## config.mk

```make
export PLATFORM = sky130hd
export DESIGN_NAME = priority_encoder_16_4
export DESIGN_NICKNAME = d
export VERILOG_FILES = /design/src/rtl/priority_encoder_16_4.sv
export SDC_FILE = /design/constraint.sdc
export NUM_CORES = 1
export LEC_CHECK = 0
export ABC_AREA = 1
export CORE_MARGIN = 2
export CORE_UTILIZATION = 43
export DETAILED_ROUTE_END_ITERATION = 16
export PLACE_DENSITY = 0.75
export SLEW_MARGIN = 10
export SYNTH_ARGS = -nofsm -noshare
export SYNTH_HDL_FRONTEND = slang
export SYNTH_SLANG_ARGS = --single-unit
```

## constraint.sdc

```tcl
create_clock -name clk -period 1.9 [get_ports clk]
set_input_delay 0.38 -clock clk [delete_from_list [all_inputs] [get_ports clk]]
set_output_delay 0.38 -clock clk [all_outputs]
set_load 0.01 [all_outputs]
```

## src/rtl/priority_encoder_16_4.sv

```systemverilog
// priority_encoder_16_4: sticky 16-line request latch draining highest index first over valid/ready
module priority_encoder_16_4 (
  input  logic        clk,
  input  logic        rst,
  input  logic [15:0] d,
  input  logic        en,
  input  logic        ready,
  output logic [3:0]  y,
  output logic        valid,
  output logic [15:0] pend
);
  logic [15:0] clr;
  logic [15:0] pend_next;
  logic [3:0]  idx;
  logic        load;
  assign clr       = (valid & ready) ? (16'b1 << y) : 16'b0;
  assign pend_next = (pend & ~clr) | (en ? d : 16'b0);
  // A presented index is held until accepted, so new requests never preempt it
  assign load      = ~valid | ready;
  always_comb begin
    idx = 4'd0;
    for (int i = 0; i < 16; i++) idx = pend_next[i] ? 4'(i) : idx;
  end
  always_ff @(posedge clk or posedge rst) begin
    if (rst) begin
      pend  <= 16'b0;
      y     <= 4'd0;
      valid <= 1'b0;
    end else begin
      pend <= pend_next;
      if (load) begin
        y     <= idx;
        valid <= |pend_next;
      end
    end
  end
endmodule

```

==> results of run 1 <==
-- synthesized netlist by cell type (2+ instances only) --
library cell and instances:
a21boi_1 2, a21oi_2 3, nand2_1 47, dfrtp_1 21
o21a_1 2, inv_1 29, a22oi_1 6, o21ai_0 4
nor2_1 11, nor2_2 2, nand3_1 2, nor3_1 5
-- flip-flops by register name (all words and copies together) (netlist names) --
register / flops
pend: 16
valid: 1
y: 4
-- cell type report --
type	instances	share of cell area
clock buffers	4	0.0143
inverters	30	0.0625
multi-input cells	93	0.299
flip-flops and latches	21	0.287
well taps	30	0.0204
repair buffers	64	0.317
-- critical path, stage by stage (launching register included) --
cell and delay [ns]:
dfrtp_2 0.50, buf_4 0.17, nor3_1 0.20, inv_1 0.10
o21ai_2 0.16, nand2_2 0.10, inv_1 0.09, nand2_1 0.05
nand2_1 0.06, nand2_1 0.05, nand2_1 0.05, nand2_1 0.04
nand2_1 0.05, nand2_1 0.05, a21oi_2 0.10
-- power groups by stage --
stage | registers (mW) | logic (mW) | clock network, mW
after detailed placement | 0.519 | 0.331 | 0
final | 0.516 | 0.379 | 0.223
after global routing | 0.520 | 0.416 | 0.244
after global placement | 0.516 | 0.323 | 0
after floorplan | 0.533 | 0.120 | 0
after CTS | 0.511 | 0.336 | 0.225
-- routing by layer --
metal  track usage  routed length (µm)  up-vias
met4        0.0667                  82        0
met2         0.405                1710       50
met5             0                   0        -
met1         0.290                1280      556
li1              -                   -      580
met3        0.0355                 166       11
-- worst max-delay path by stage --
stage | start | endpoint | cells after the start
5_1_grt | y[3] | valid | 9
2_1_floorplan | y[1] | y[0] | 18
3_5_place_dp | ready | valid | 9
3_3_place_gp | ready | valid | 9
4_1_cts | ready | valid | 9
6_report | y[1] | y[0] | 14
-- what timing repair did --
action,CTS,global route
hold buffers,0,0
buffers inserted,1,2
gates resized for setup,6,22
setup endpoints to repair,3,5
pin swaps,2,5
-- cell families (layout without fill, tap and decap cells) --
kind of cell | Yosys count | in the layout | synth area share
simple gates | 74 | 74 | 0.293
compound gates | 19 | 19 | 0.120
flops | 21 | 21 | 0.475
buf+inv | 32 | 98 | 0.112
-- through the flow --
stage | area (µm²) | TNS, ns | util | hold WS (ns)
finish | 1840 | 0 | 0.750 | 0.395
global route | 1840 | -0.240 | 0.750 | 0.443
CTS | 1750 | 0 | 0.713 | 0.403
detailed placement | 1690 | -1.86 | 0.689 | 0.514
global placement | 1690 | -1.76 | 0.689 | 0.514
floorplan | 1110 | 0 | - | 0.357
==> flow_summary.toml, run 1 <==
[placement]
dpl_worst_slack_ns = -0.454
gp_congestion = 0.868
dp_cells = 235
hpwl_mm = 2.42
numPortBuffers = 40

[critical_path]
rr_startpoint = "y[1]"
worstReg2RegEnd = "y[0]"
crit_type = "register to register"
crit_arrival_ns = 2.09
rr_worst_depth = 14
cp_max_fo = 6
rrSetupSlack_ns = 0.05
crit_path_end_kind = "register"
worstPathRequired_ns = 2.14
start_kind = "register"

[floorplan]
die_w_um = 54.7
die_h_um = 54.7
ios = 41
fp-row-count = 18
dieArea_um2 = 2990
start_util = 0.451
core-area_um2 = 2450

[clock_network]
clk_pin_slew_worst_paths_ns = 0.12
cts_root_buf = "clkbuf_4"
htreeDepth = 1
cts_sinks = 21
clk_path_buf_depth = 2
numCtsBuffers = 3
clock_latency_ns = 0.31
cts_tree = "done"

[yosys]
synth_flop_cell = "dfrtp_1"
synth_cell_type_count = 24
synth-edff-count = 0
syn_area_um2 = 1110
postSynthAreaPerCell_um2 = 7.58
synth.top_cell.area_share = 0.475
synthCells = 146
ys_seq_elements = 21
synthesis.nets = 166
yosys-top-cells-area = "dfrtp_1 (48%), nand2_1 (16%), inv_1 (9.8%)"
ys_seq_area_frac = 0.475
yosysTopAreaCell = "dfrtp_1"
ys_warn_count = 0
async_flop_share = 1.00

[power_and_ir_drop]
seq_power_share = 0.462
power.net_switching_mw = 0.357
p_int_mw = 0.761
swShare = 0.319
leakagePower_nw = 0.796
clkPwrFrac = 0.200
power_mw = 1.12
ir_worst_vdd_v = 0.000482
p_per_area_nw_per_um2 = 607
combPwrFrac = 0.339

[route]
drtPass1Iterations = 5
num_vias = 1197
viasPerCell = 4.95
routed_wl_mm = 3.24
first_iter_violations = 54
wl_per_cell_um = 13.4
drc_errors = 0
detail-route-antenna-nets = 0

[timing]
fin_crit_sh = 0.975
slew_viol_final = 0
fin_skew_ns = 0.00804
layout_min_cycle_time_ns = 1.85
max_freq_ghz = 0.540
setup_slack_ns = 0.0484
hold_viol_final = 0
rsz0062_at_grt = "true"
max-slew-margin-rel = 0.812
finalSetupViolCount = 0
tightest_slew_ns = 0.282

[global_routing]
grt_pass1_wl_mm = 5.01
grt_max_degree = 22
overflow = 0
antenna_found_initial = 0
grt_pass1_vias = 1188
grt_usage = 0.231

[cells_and_area]
n_fill_cell = 189
final_cells = 242
layout_common_cells = "nand2_1 (45), clkdlybuf4s50_1 (39), inv_1 (28), buf_4 (24), dfrtp_1 (18)"
fin_nets = 233
diodes = 0
seq_area_um2 = 529
multi_input_area_um2 = 551
area_growth_pct = 66.5
drive_gt1_frac = 0.278
final_common_cell = "nand2_1"

[min_path]
hold_path_class = "primary input to asynchronous set/reset pin"

[flow_run]
max_cap_viol_count = 0

[run_status]
status = "finished, final reports clean"
(Power assumes the default switching activity.)
==> run 2: changes to the inputs <==
- CTS_BUF_LIST: unset -> sky130_fd_sc_hd__clkbuf_16
==> run 2 against run 1 <==
Effect of this change:
- the run now ends with negative setup slack left
- design area increased by 3.7%
- critical path depth unchanged
- clock-buffer cell count down 1
- global-route usage rose by 1.5 points
- fmax fell by 7.5%
- flip-flop and latch count did not move
- largest cell class unchanged
- largest power group unchanged
==> flow_summary.toml, run 2 (synthesized netlist as in run 1, its figures left out) <==
[critical_path]
start_kind = "register"
cp-endpoint = "y[0]"
cp.depth = 14
critPathSlowestCell = "dfrtp_2"
crit_path_end_kind = "register"
cp.buffers_inverters = 3
cp_top_family = "simple AND/OR/NAND/NOR gates"
rr_startpoint = "y[1]"
crit_path_cell_trace = "buf_4 > nor3_1 > inv_1 > o21ai_2 > nand2_2 > inv_1 > nand2_1 > nand2_1 > nand2_1 > nand2_1 > nand2_1 > nand2_1 > nand2_1 > a21oi_2"
crit_top_cell = "nand2_1"
crit_start = "y[1]"
slowest_delay_ns = 0.47
rr_worst_depth = 14
worstReg2RegEnd = "y[0]"
cp_max_fo = 6
crit_arrival_ns = 2.18
rrSetupSlack_ns = -0.10
crit_type = "register to register"
worstPathRequired_ns = 2.08

[cells_and_area]
drive_gt1_frac = 0.293
layout_common_cells = "nand2_1 (44), clkdlybuf4s50_1 (38), inv_1 (27), buf_4 (27), dfrtp_1 (18)"
post-route-util = 0.778
diodes = 0
fin_nets = 236
seq_area_um2 = 529
final_common_cell = "nand2_1"
area_growth_pct = 72.7
n_fill_cell = 164
final_cells = 245
largest_reg_flops = 16
regMostFlops = "pend"
multi_input_area_um2 = 546
top_regs = "pend x16, y x4, valid x1"

[timing]
fin_crit_sh = 1.05
slew_viol_final = 0
hold_viol_final = 0
setup_slack_ns = -0.102
max-slew-margin-rel = 0.809
finalSetupViolCount = 2
tightest_slew_ns = 0.287
holdWs_ns = 0.464
max_freq_ghz = 0.500
layout_min_cycle_time_ns = 2.00
rsz0062_at_grt = "true"
fin_skew_ns = 0.00561

[clock_network]
clk_path_buf_depth = 2
numCtsBuffers = 3
cts_root_buf = "clkbuf_16"
htreeDepth = 1
cts_sinks = 21
cts_tree = "done"
hold_buffers = 0
clk_pin_slew_worst_paths_ns = 0.06
clock_latency_ns = 0.26

[global_routing]
antenna_found_initial = 0
grt_pass1_wl_mm = 5.25
grt_usage = 0.246
grt_max_degree = 22
overflow = 0
grt_pass1_vias = 1202

[power_and_ir_drop]
combPwrFrac = 0.280
p_per_area_nw_per_um2 = 711
ir_worst_vdd_v = 0.000493
power.net_switching_mw = 0.399
power_mw = 1.36
leakagePower_nw = 0.841
clkPwrFrac = 0.335
swShare = 0.294
p_int_mw = 0.959
seq_power_share = 0.384

[run_status]
status = "complete, but fails checks"
violations = "negative setup slack"

[route]
detail-route-antenna-nets = 0
first_iter_violations = 61
num_vias = 1270
drtPass1Iterations = 5
wl_per_cell_um = 15.6
viasPerCell = 5.18
drc_errors = 0
routed_wl_mm = 3.81

[floorplan]
dieArea_um2 = 2990
start_util = 0.451
core-area_um2 = 2450
fp-row-count = 18
die_w_um = 54.7
ios = 41
die_h_um = 54.7

[placement]
numPortBuffers = 40
hpwl_mm = 2.42
gp_congestion = 0.868
dpl_worst_slack_ns = -0.454
dp_cells = 235

[min_path]
hold_path_class = "primary input to asynchronous set/reset pin"

[flow_run]
max_cap_viol_count = 0
## run 2: changes by cell type in the layout (fill, tap and decap cells not counted), moves of 2 or more
cell	previous run	this run
a22oi_2	4	2
clkbuf_16	0	3
inv_2	1	3
a22oi_1	2	4
clkbuf_4	3	0
buf_4	24	27
## run 2: per-stage QoR
| step | area (µm²) | TNS (ns) |
|---|---|---|
| finish | 1910 | -0.158 |
| global route | 1910 | -0.488 |
| CTS | 1820 | 0 |
| detailed placement | 1690 | -1.86 |
| global placement | 1690 | -1.76 |
| floorplan | 1110 | 0 |
## run 2: worst min-delay path by stage
stage,startpoint,endpoint,depth (start not counted)
finish,rst,pend[5],3
detailed placement,pend[3],pend[3],2
global placement,pend[3],pend[3],2
global route,rst,pend[5],3
CTS,rst,pend[10],3
floorplan,rst,pend[0],1
## run 2: power by group through the flow
stage	clock [mW]	combinational [mW]	sequential, mW
after global placement	0	0.323	0.516
after CTS	0.444	0.342	0.511
after global routing	0.468	0.408	0.526
final	0.455	0.381	0.522
after floorplan	0	0.120	0.533
after detailed placement	0	0.331	0.519
## run 2: what timing repair did
action / 4_1_cts / 5_1_grt
buffers inserted: 2 / 4
pin swaps: 7 / 7
setup endpoints to repair: 5 / 5
gates resized for setup: 11 / 21
## run 2: layout make-up
class	instances	share of cell area
Timing Repair Buffer	67	0.316
Multi-Input combinational cell	93	0.286
Clock buffer	3	0.0393
Inverter	30	0.0602
Tap cell	30	0.0196
Sequential cell	21	0.277
Clock inverter	1	0.00196
## run 2: routing by layer
metal | routed length [µm] | global-route usage | vias to the layer above
li1 | - | - | 585
met4 | 91 | 0.0750 | 0
met2 | 1980 | 0.435 | 79
met3 | 313 | 0.0437 | 17
met1 | 1430 | 0.300 | 589
met5 | 0 | 0 | -
## run 2: worst reg2reg max path: cells and delay by family, from the launching register on
| kind | cells | cell delay, ns |
|---|---|---|
| AOI/OAI and AO/OA | 2 | 0.28 |
| and+or+nand+nor | 9 | 0.78 |
| buffers and inverters | 3 | 0.40 |
| DFF | 1 | 0.47 |
